==> src/rtl/seq_mag_comparator.sv <==
// seq_mag_comparator
//   Sequential magnitude comparator. Compares two WIDTH-bit operands one
//   CHUNK-bit slice per cycle, most significant slice first, and stops at
//   the first slice that differs. Supports unsigned and two's-complement
//   compares.
//
// Ports
//   clk          : clock, all state updates on the rising edge
//   rst          : asynchronous active-high reset
//   start        : request a comparison (sampled only while busy=0)
//   signed_mode  : 1 = two's-complement compare, 0 = unsigned (sampled with start)
//   a, b         : operands (sampled with start)
//   busy         : comparison in progress, start ignored while high
//   done         : one-cycle pulse, eq/ls/gr valid from this cycle on
//   eq, ls, gr   : registered A==B, A<B, A>B; held until next accepted start
module seq_mag_comparator #(
    parameter int unsigned WIDTH = 32,
    parameter int unsigned CHUNK = 8
) (
    input  logic             clk,
    input  logic             rst,
    input  logic             start,
    input  logic             signed_mode,
    input  logic [WIDTH-1:0] a,
    input  logic [WIDTH-1:0] b,
    output logic             busy,
    output logic             done,
    output logic             eq,
    output logic             ls,
    output logic             gr
);

    localparam int unsigned NCH   = WIDTH / CHUNK;
    localparam int unsigned IDX_W = (NCH > 1) ? $clog2(NCH) : 1;
    localparam logic [WIDTH-1:0] MSB_MASK = WIDTH'(1) << (WIDTH - 1);
    localparam logic [IDX_W-1:0] LAST_IDX = IDX_W'(NCH - 1);

    typedef enum logic {
        S_IDLE,
        S_CMP
    } state_t;

    state_t           r_state;
    state_t           w_next;

    logic [WIDTH-1:0] r_a;
    logic [WIDTH-1:0] r_b;
    logic [IDX_W-1:0] r_idx;

    logic [CHUNK-1:0] w_ca;
    logic [CHUNK-1:0] w_cb;
    logic             w_diff;
    logic             w_last;

    // The slice under comparison is always the top CHUNK bits: the latched
    // operands are shifted left by one slice after every equal slice.
    always_comb begin
        w_ca   = r_a[WIDTH-1 -: CHUNK];
        w_cb   = r_b[WIDTH-1 -: CHUNK];
        w_diff = (w_ca != w_cb);
        w_last = (r_idx == LAST_IDX);
    end

    always_comb begin
        w_next = r_state;
        case (r_state)
            S_IDLE: if (start) w_next = S_CMP;
            S_CMP:  if (w_diff || w_last) w_next = S_IDLE;
            default: w_next = S_IDLE;
        endcase
    end

    always_ff @(posedge clk or posedge rst) begin
        if (rst) r_state <= S_IDLE;
        else     r_state <= w_next;
    end

    assign busy = (r_state == S_CMP);

    always_ff @(posedge clk or posedge rst) begin
        if (rst) begin
            r_a   <= '0;
            r_b   <= '0;
            r_idx <= '0;
            done  <= 1'b0;
            eq    <= 1'b0;
            ls    <= 1'b0;
            gr    <= 1'b0;
        end else begin
            done <= 1'b0;
            case (r_state)
                S_IDLE: begin
                    if (start) begin
                        // Flipping the sign bit of both operands at capture
                        // turns a signed compare into an unsigned one; only
                        // the top slice is affected.
                        r_a   <= signed_mode ? (a ^ MSB_MASK) : a;
                        r_b   <= signed_mode ? (b ^ MSB_MASK) : b;
                        r_idx <= '0;
                        eq    <= 1'b0;
                        ls    <= 1'b0;
                        gr    <= 1'b0;
                    end
                end
                S_CMP: begin
                    if (w_diff) begin
                        gr   <= (w_ca > w_cb);
                        ls   <= (w_ca < w_cb);
                        done <= 1'b1;
                    end else if (w_last) begin
                        eq   <= 1'b1;
                        done <= 1'b1;
                    end else begin
                        r_a   <= r_a << CHUNK;
                        r_b   <= r_b << CHUNK;
                        r_idx <= r_idx + IDX_W'(1);
                    end
                end
                default: ;
            endcase
        end
    end

endmodule

==> config.mk <==
export PLATFORM = sky130hd
export DESIGN_NAME = seq_mag_comparator
export DESIGN_NICKNAME = d
export VERILOG_FILES = /design/src/rtl/seq_mag_comparator.sv
export SDC_FILE = /design/constraint.sdc
export NUM_CORES = 1
export LEC_CHECK = 0
export ABC_CLOCK_PERIOD_IN_PS = 2130
export BUFFER_PORTS_ARGS = -buffer_cell sky130_fd_sc_hd__buf_2
export CORE_MARGIN = 8
export CORE_UTILIZATION = 50
export CTS_BUF_LIST = sky130_fd_sc_hd__clkbuf_4
export DETAILED_ROUTE_END_ITERATION = 8
export MAX_ROUTING_LAYER = met4
export PLACE_DENSITY = 0.75
export SYNTH_ARGS = -nofsm -noshare
export SYNTH_HDL_FRONTEND = slang
export SYNTH_SLANG_ARGS = --single-unit
==> constraint.sdc <==
create_clock -name clk -period 2.13 [get_ports clk]
set_input_delay 0 -clock clk [delete_from_list [all_inputs] [get_ports clk]]
set_output_delay 0 -clock clk [all_outputs]
set_load 0.01 [all_outputs]
Word level (Yosys, flattened, before mapping)

Cells that the tools add are included.

Flip-flop bits (word level): 71
Output and inout port bits: 5
Logic and storage cells: 53

Mux-type cells: 28
Order comparisons: 2
Bitwise gates (word level): 3
Reductions and logical operators: 4
Equal/unequal tests: 7
$add $sub $neg: 1

Operators with widths:

| kind                  | number |
|---|---|
| $mux W32              | 8 |
| $pmux W32 S2          | 2 |
| $mux W1               | 10 |
| $gt A8 B8 Y1          | 1 |
| $lt A8 B8 Y1          | 1 |
| $ne A8 B8 Y1          | 1 |
| $pmux W1 S2           | 4 |
| $mux W2               | 3 |
| $ne A2 B2 Y1 const B  | 3 |
| $reduce_and A3 Y1     | 2 |
| $ne A2 B1 Y1 const B  | 2 |
| $pmux W2 S2           | 1 |
| $not A1 Y1            | 3 |
| $add A2 B1 Y2 const B | 1 |
| $eq A2 B2 Y1 const B  | 1 |
| $reduce_and A2 Y1     | 1 |
| $logic_or A1 B1 Y1    | 1 |

Depth between registers and ports, before layout

Gate-level depths: netlist (run 1).

Word-level depth: 4
Depth in mapped cells: 8

Worst setup path before layout (run 1)

No wires, ideal clock.

Path type: register to register
From: reg r_a[30]
To: reg r_a[10]
Data required time: 2.011 ns
Slack: 0.189 ns
Setup time: 0.119 ns
Buffers on the path: 2
Cell stages (with the launch flop): 8
Arrival time: 1.823 ns
Period minus slack after synthesis: 1.941 ns
Cell sequence: dfrtp_1 ha_1 nand4_2 or4_1 buf_4 buf_6 o22a_1 o21a_1

Word-level cells in the longest chain between the ends: 3

RTL lines:

| element                     | line | source |
|---|---|---|
| start: declaration          | 46   | `logic [WIDTH-1:0] r_a;` |
| start signal: assignment    | 97   | `r_a <= signed_mode ? (a ^ MSB_MASK) : a;` |
| start signal: assignment    | 114  | `r_a <= r_a << CHUNK;` |
| $ne A8 B8 Y1                | 60   | `w_diff = (w_ca != w_cb);` |
| $ne A2 B2 Y1 (no line)      | n/a  |  |
| $reduce_and A3 Y1 (no line) | n/a  |  |

Every way passes these cells.
A chain may end at the register's enable or synchronous reset.

Worst setup path after layout (run 1)

From: reg r_a[26]
To: reg r_b[19]

Word-level cells in the longest chain between the ends: 3

RTL lines:

| element                     | line | source |
|---|---|---|
| $ne A8 B8 Y1                | 60   |  |
| $ne A2 B2 Y1 (no line)      | n/a  |  |
| $reduce_and A3 Y1 (no line) | n/a  |  |
| end signal: assignment      | 98   | `r_b <= signed_mode ? (b ^ MSB_MASK) : b;` |
| end signal: assignment      | 115  | `r_b <= r_b << CHUNK;` |
| end: declaration            | 47   | `logic [WIDTH-1:0] r_b;` |

Every way passes these cells.

==> results of run 1 <==
area by class of cell:
class / instances / share of cell area, %
antenna: 1 / 0.05426
clock buffer: 10 / 1.628
clock inverter: 6 / 1.329
inverter: 12 / 0.9767
multi-input combinational: 187 / 27.92
sequential: 71 / 38.52
tap: 77 / 2.089
timing repair buffer: 161 / 27.48
cells in the mapped netlist, drive strengths merged (3+ instances only):
cell type  count
nand2         36
nand3         17
a21oi          3
buf           12
o21ai          4
a31oi          8
nor2           4
o22ai          8
dfrtp         71
inv           12
clkbuf         9
ha             9
o22a          39
o21a          39
what timing repair did:
item                                    CTS  global route
hold buffers                             64             0
cloned                                    0             0
setup buffers                             0             1
hold endpoints to repair                 93             0
endpoints found under the setup margin   47             3
gates resized for setup                   5             0
power by group:
group          internal, uW  switching, uW
registers              1540            111
logic                   428            323
clock network           367            466
worst register-to-register path: cells and delay by family (launching register included):
| family | cells | cell delay, ps |
|---|---|---|
| DFF | 1 | 440 |
| adders and majority gates | 1 | 320 |
| and+or+nand+nor | 3 | 760 |
| buffers and inverters | 2 | 350 |
| AOI/OAI and AO/OA | 1 | 120 |
sequential cells by signal, indices dropped and copies added, names as in the netlist:
| signal | cells |
|---|---|
| r_b | 32 |
| done | 1 |
| r_idx | 2 |
| ls | 1 |
| busy | 1 |
| gr | 1 |
| eq | 1 |
| r_a | 32 |
metrics by stage:
step	cells	hold WS, ps	total power, uW	setup WS [ps]	util (%)
floorplan	291	105.4	2037	188.6	-
global placement	443	140.8	2292	-42.49	60.29
detailed placement	443	149.9	2321	-90.91	60.29
CTS	523	12.53	3239	103.5	72.89
global route	525	55.66	3405	-9.244	73.05
finish	525	24.61	3231	91.15	73.05
routing by layer:
metal	vias up	wire, um	GRT usage, %
met4	0	184	9.332
met3	20	340	3.941
met5	-	0	-
met1	1373	3508	22.58
met2	70	4423	33.43
li1	1384	-	-
placed cells by master, fill, tap and decap left out, types with 4 or more instances in the layout:
master	n
buf_2	72
dfrtp_1	71
dlygate4sd3_1	64
o22a_1	39
o21a_1	39
nand2_1	34
buf_4	18
nand3_1	17
inv_1	10
clkbuf_4	10
ha_1	9
o22ai_1	8
a31oi_1	8
buf_12	6
nor2_1	4
o21ai_0	4
path summary, 6_finish.rpt:
path	from	to	slack [ps]	depth (start not counted)
min reg2reg	r_idx[0]	r_idx[0]	490	1
min in group asynchronous	rst	r_idx[1]	240	3
min	a[31]	r_a[31]	20	4
max reg2reg	r_a[26]	r_b[19]	90	7
max in group asynchronous	rst	r_a[4]	1210	4
max	r_a[26]	r_b[19]	90	7
kinds of logic (layout without fill, tap and decap cells):
| logic type | count (synthesis) | in the layout | synth area share [%] |
|---|---|---|---|
| AO/OA/AOI/OAI | 107 | 107 | 25.30 |
| flip-flops | 71 | 71 | 54.93 |
| AND/OR/NAND/NOR | 68 | 68 | 9.981 |
| XOR/XNOR | 2 | 2 | 0.5417 |
| multiplexers | 1 | 1 | 0.3095 |
| adder cells (fa/ha/maj) | 9 | 9 | 3.482 |
| buffers and inverters | 33 | 189 | 5.454 |
| other | 0 | 1 | 0 |
==> results.yml, run 1 <==
yosys:
  synth_edf_count: 0
  synthTopCellsByArea: "dfrtp_1 (55%), o22a_1 (11%), o21a_1 (9.1%)"
  netlist.area_leader.share_pct: 54.93
  yosys.cell_types.count: 32
  async_flop_share_pct: 100.0
  synth-main-ff-cell: "dfrtp_1"
  avgSynthCellArea_um2: 11.11
  ys_ff_latch: 71
  synth_area_leader_cell: "dfrtp_1"
  yosysWarnings: 0
  ys_seq_area_share_pct: 54.93
  synth_nets: 368
  netlist_area_mm2: 0.003234
  synth_cells: 291
global_route:
  grtUsageTotal_pct: 19.96
  grt_max_degree: 35
  overflow: 0
  grt_pass1_wl_um: 13770
  grt_pass1_vias: 2921
  antenna_found_initial: 1
flow_run:
  max_cap_violations: 0
setup_path:
  slowest_stage: "or4_4"
  start_kind: "flop"
  crit_top_cell: "buf_12"
  crit_required_ps: 2480
  max_stage_delay_ps: 470
  critical_path_class: "reg -> reg"
  critPathBufInv: 2
  path_delay_family: "simple AND/OR/NAND/NOR gates"
  cp_max_fo: 34
  path_cells: "ha_1, nand4_1, or4_4, buf_12, nand2_4, buf_12, o21a_1"
  worstSetupEndpointType: "flop"
  crit_arrival_ps: 2390
layout:
  drive_above_1_share_pct: 26.62
  finalNetCount: 519
  final-seq-area_mm2: 0.001777
  area_delta_synth_final_pct: 42.59
  fill_cells: 434
  multi_input_area_mm2: 0.001287
  final_area_mm2: 0.004612
detailed_routing:
  first_pass_iters: 4
  drt-vias-per-instance: 5.423
  first_iter_violations: 127
  ant_nets: 0
  finalWirelength_um: 8456
  route.detailed.drc: 0
  routedWlPerCell_um: 16.11
  vias: 2847
placed_design:
  gp_congestion: 0.7998
  io_buffers: 72
  place_area_mm2: 0.003806
  hpwl_um: 5399
cts:
  cts_sinks: 71
  clock_latency_ps: 410
  clockBufferDepth: 2
  path_clk_slew_ps: 110
  numCtsBuffers: 9
  cts_root_buf: "clkbuf_4"
  cts_max_level: 3
  cts_tree: "yes"
timing:
  clock_skew_ps: 15.01
  timing.fmax_ghz: 0.4905
  min_period_ps: 2039
  finalCritPeriodShare_pct: 95.72
  tightest_slew_ps: 701.4
  finalSetupTns_ps: 0
  hold_viol_final: 0
  setup_viol: 0
  drv_slew: 0
  slew_headroom_pct: 53.17
die:
  die-height_um: 96.43
  die_w_um: 96.43
  rows: 29
  core_mm2: 0.006314
  floorplan.initialDensity_pct: 51.23
  die_area_mm2: 0.009299
  ios: 73
power_and_ir_drop:
  p_leak_uw: 0.002110
  peakVddDrop_uv: 396.9
  powerDensity_mw_per_mm2: 700.7
status:
  status: "finished clean"
hold_path:
  hold_class: "in -> reg"
(Power assumes the default switching activity.)
==> run 2, diff against run 1 <==
--- a/config.mk
+++ b/config.mk
@@ -7,6 +7,7 @@
 export LEC_CHECK = 0
 export ABC_CLOCK_PERIOD_IN_PS = 2130
 export BUFFER_PORTS_ARGS = -buffer_cell sky130_fd_sc_hd__buf_2
+export CORE_ASPECT_RATIO = 1.5
 export CORE_MARGIN = 8
 export CORE_UTILIZATION = 50
 export CTS_BUF_LIST = sky130_fd_sc_hd__clkbuf_4
==> results.yml, run 2 (synthesized netlist as in run 1, its figures left out) <==
status:
  status: "finished, violations left"
  violations: "setup timing"
global_route:
  overflow: 0
  grt_pass1_vias: 2994
  grt_max_degree: 37
  grt_pass1_wl_um: 14430
  use_met3_pct: 4.167
  grt_use_met1_pct: 24.21
  grtUsageTotal_pct: 20.61
  antenna_found_initial: 2
  grt-busiest-layer: "met2"
  met2_usage_pct: 33.14
detailed_routing:
  route.detailed.drc: 0
  first_iter_violations: 258
  routedWlPerCell_um: 19.02
  vias: 2956
  first_pass_iters: 4
  ant_nets: 0
  drt-vias-per-instance: 5.609
  finalWirelength_um: 10020
timing:
  setup_viol: 1
  timing.fmax_ghz: 0.4672
  setup_ws_ps: -10.20
  tightest_slew_ps: 569.5
  hold_viol_final: 0
  drv_slew: 0
  rsz0062_at_grt: "true"
  min_period_ps: 2140
  slew_headroom_pct: 61.68
  clock_skew_ps: 20.59
  hold-worst-slack_ps: 14.17
  finalCritPeriodShare_pct: 100.5
power_and_ir_drop:
  peakVddDrop_uv: 546.8
  total_power_uw: 3287
  powerDensity_mw_per_mm2: 687.5
  p_leak_uw: 0.002177
layout:
  finalNetCount: 521
  final_area_mm2: 0.004781
  final_common_cell: "buf_2"
  drive_above_1_share_pct: 27.39
  area_delta_synth_final_pct: 47.81
  final_cell_mix: "buf_2 (72), dfrtp_1 (71), dlygate4sd3_1 (65)"
  fin_cells: 527
  reg_top3: "r_a: 32 flops, r_b: 32 flops, r_idx: 2 flops"
cts:
  cts_sinks: 71
  cts_root_buf: "clkbuf_4"
  numCtsBuffers: 9
  clock_latency_ps: 410
  cts_tree: "yes"
  cts_max_level: 3
  clockBufferDepth: 2
  path_clk_slew_ps: 120
die:
  core_mm2: 0.006396
  die_area_mm2: 0.009352
  die-height_um: 114.5
  rows: 36
  floorplan.initialDensity_pct: 50.57
  ios: 73
  die_w_um: 81.67
placed_design:
  dpl.cell_count: 435
  place_area_mm2: 0.003752
  gp_congestion: 0.7924
  hpwl_um: 5272
  pre_cts_ws_ps: -101.2
  io_buffers: 72
hold_path:
  hp-start: "signed_mode"
  hold_class: "in -> reg"
setup_path:
  start_kind: "flop"
  slowest_stage: "or4_4"
  critPathLaunch: "r_a[28]"
  rrSetupSlack_ps: -10
  crit_arrival_ps: 2440
  cp_max_fo: 18
  timing.rr.start: "r_a[28]"
  critPathCapture: "r_b[20]"
  path_cells: "ha_4, nand4_2, or4_4, clkbuf_16, o22a_1, o21a_1"
  crit_required_ps: 2430
  critical_path_class: "reg -> reg"
  max_stage_delay_ps: 620
  rr_worst_depth: 6
  worstSetupEndpointType: "flop"
  reg2reg_to: "r_b[20]"
flow_run:
  max_cap_violations: 0
## run 2: routing by layer
layer,share of wire [%],routed length [um],up-vias
li1,-,-,1377
met1,37,3695,1428
met2,53,5292,119
met3,6.0,599,32
met4,4.3,435,0
met5,0,0,-
## run 2: report_power, final
part | switching (uW) | internal (uW)
Sequential | 121 | 1540
Clock | 461 | 376
Combinational | 350 | 442
## run 2: worst min-delay path by stage
stage,to,slack [ps],cells past startpoint
2_1_floorplan,r_a[0],110,2
6_report,r_b[31],10,4
4_1_cts,r_b[31],20,4
5_1_grt,r_a[31],7,4
3_3_place_gp,r_a[17],50,2
3_5_place_dp,r_a[17],60,2
## run 2: what timing repair did
action                                 CTS  global route
hold buffers                            65             0
cloned                                   1             6
endpoints found under the hold margin   86             0
resized for setup                        1             7
buffers inserted                         0             2
setup endpoints to repair               43            33
## run 2: layout make-up
| type | instances | area (um^2) |
|---|---|---|
| sequential | 71 | 1777 |
| fill | 411 | 1615 |
| timing repair buffer | 163 | 1394 |
| multi-input combinational | 187 | 1334 |
| tap | 76 | 95.09 |
| clock buffer | 11 | 82.58 |
| clock inverter | 5 | 48.80 |
| inverter | 12 | 45.04 |
| antenna | 2 | 5.005 |
## run 2: through the flow
stage | utilization [%] | TNS (ps)
floorplan | - | 0
global placement | 58.67 | -632.4
detailed placement | 58.67 | -3158
CTS | 71.44 | 0
global route | 74.75 | -924.0
finish | 74.75 | -10.20
## run 2: worst max-delay path: cells and delay by family, from the launching register on
kind                     cells  cell delay, ps
AO/OA/AOI/OAI                2             340
adder cells (fa/ha/maj)      1             300
buffers and inverters        1             240
flip-flops                   1             440
AND/OR/NAND/NOR              2             720
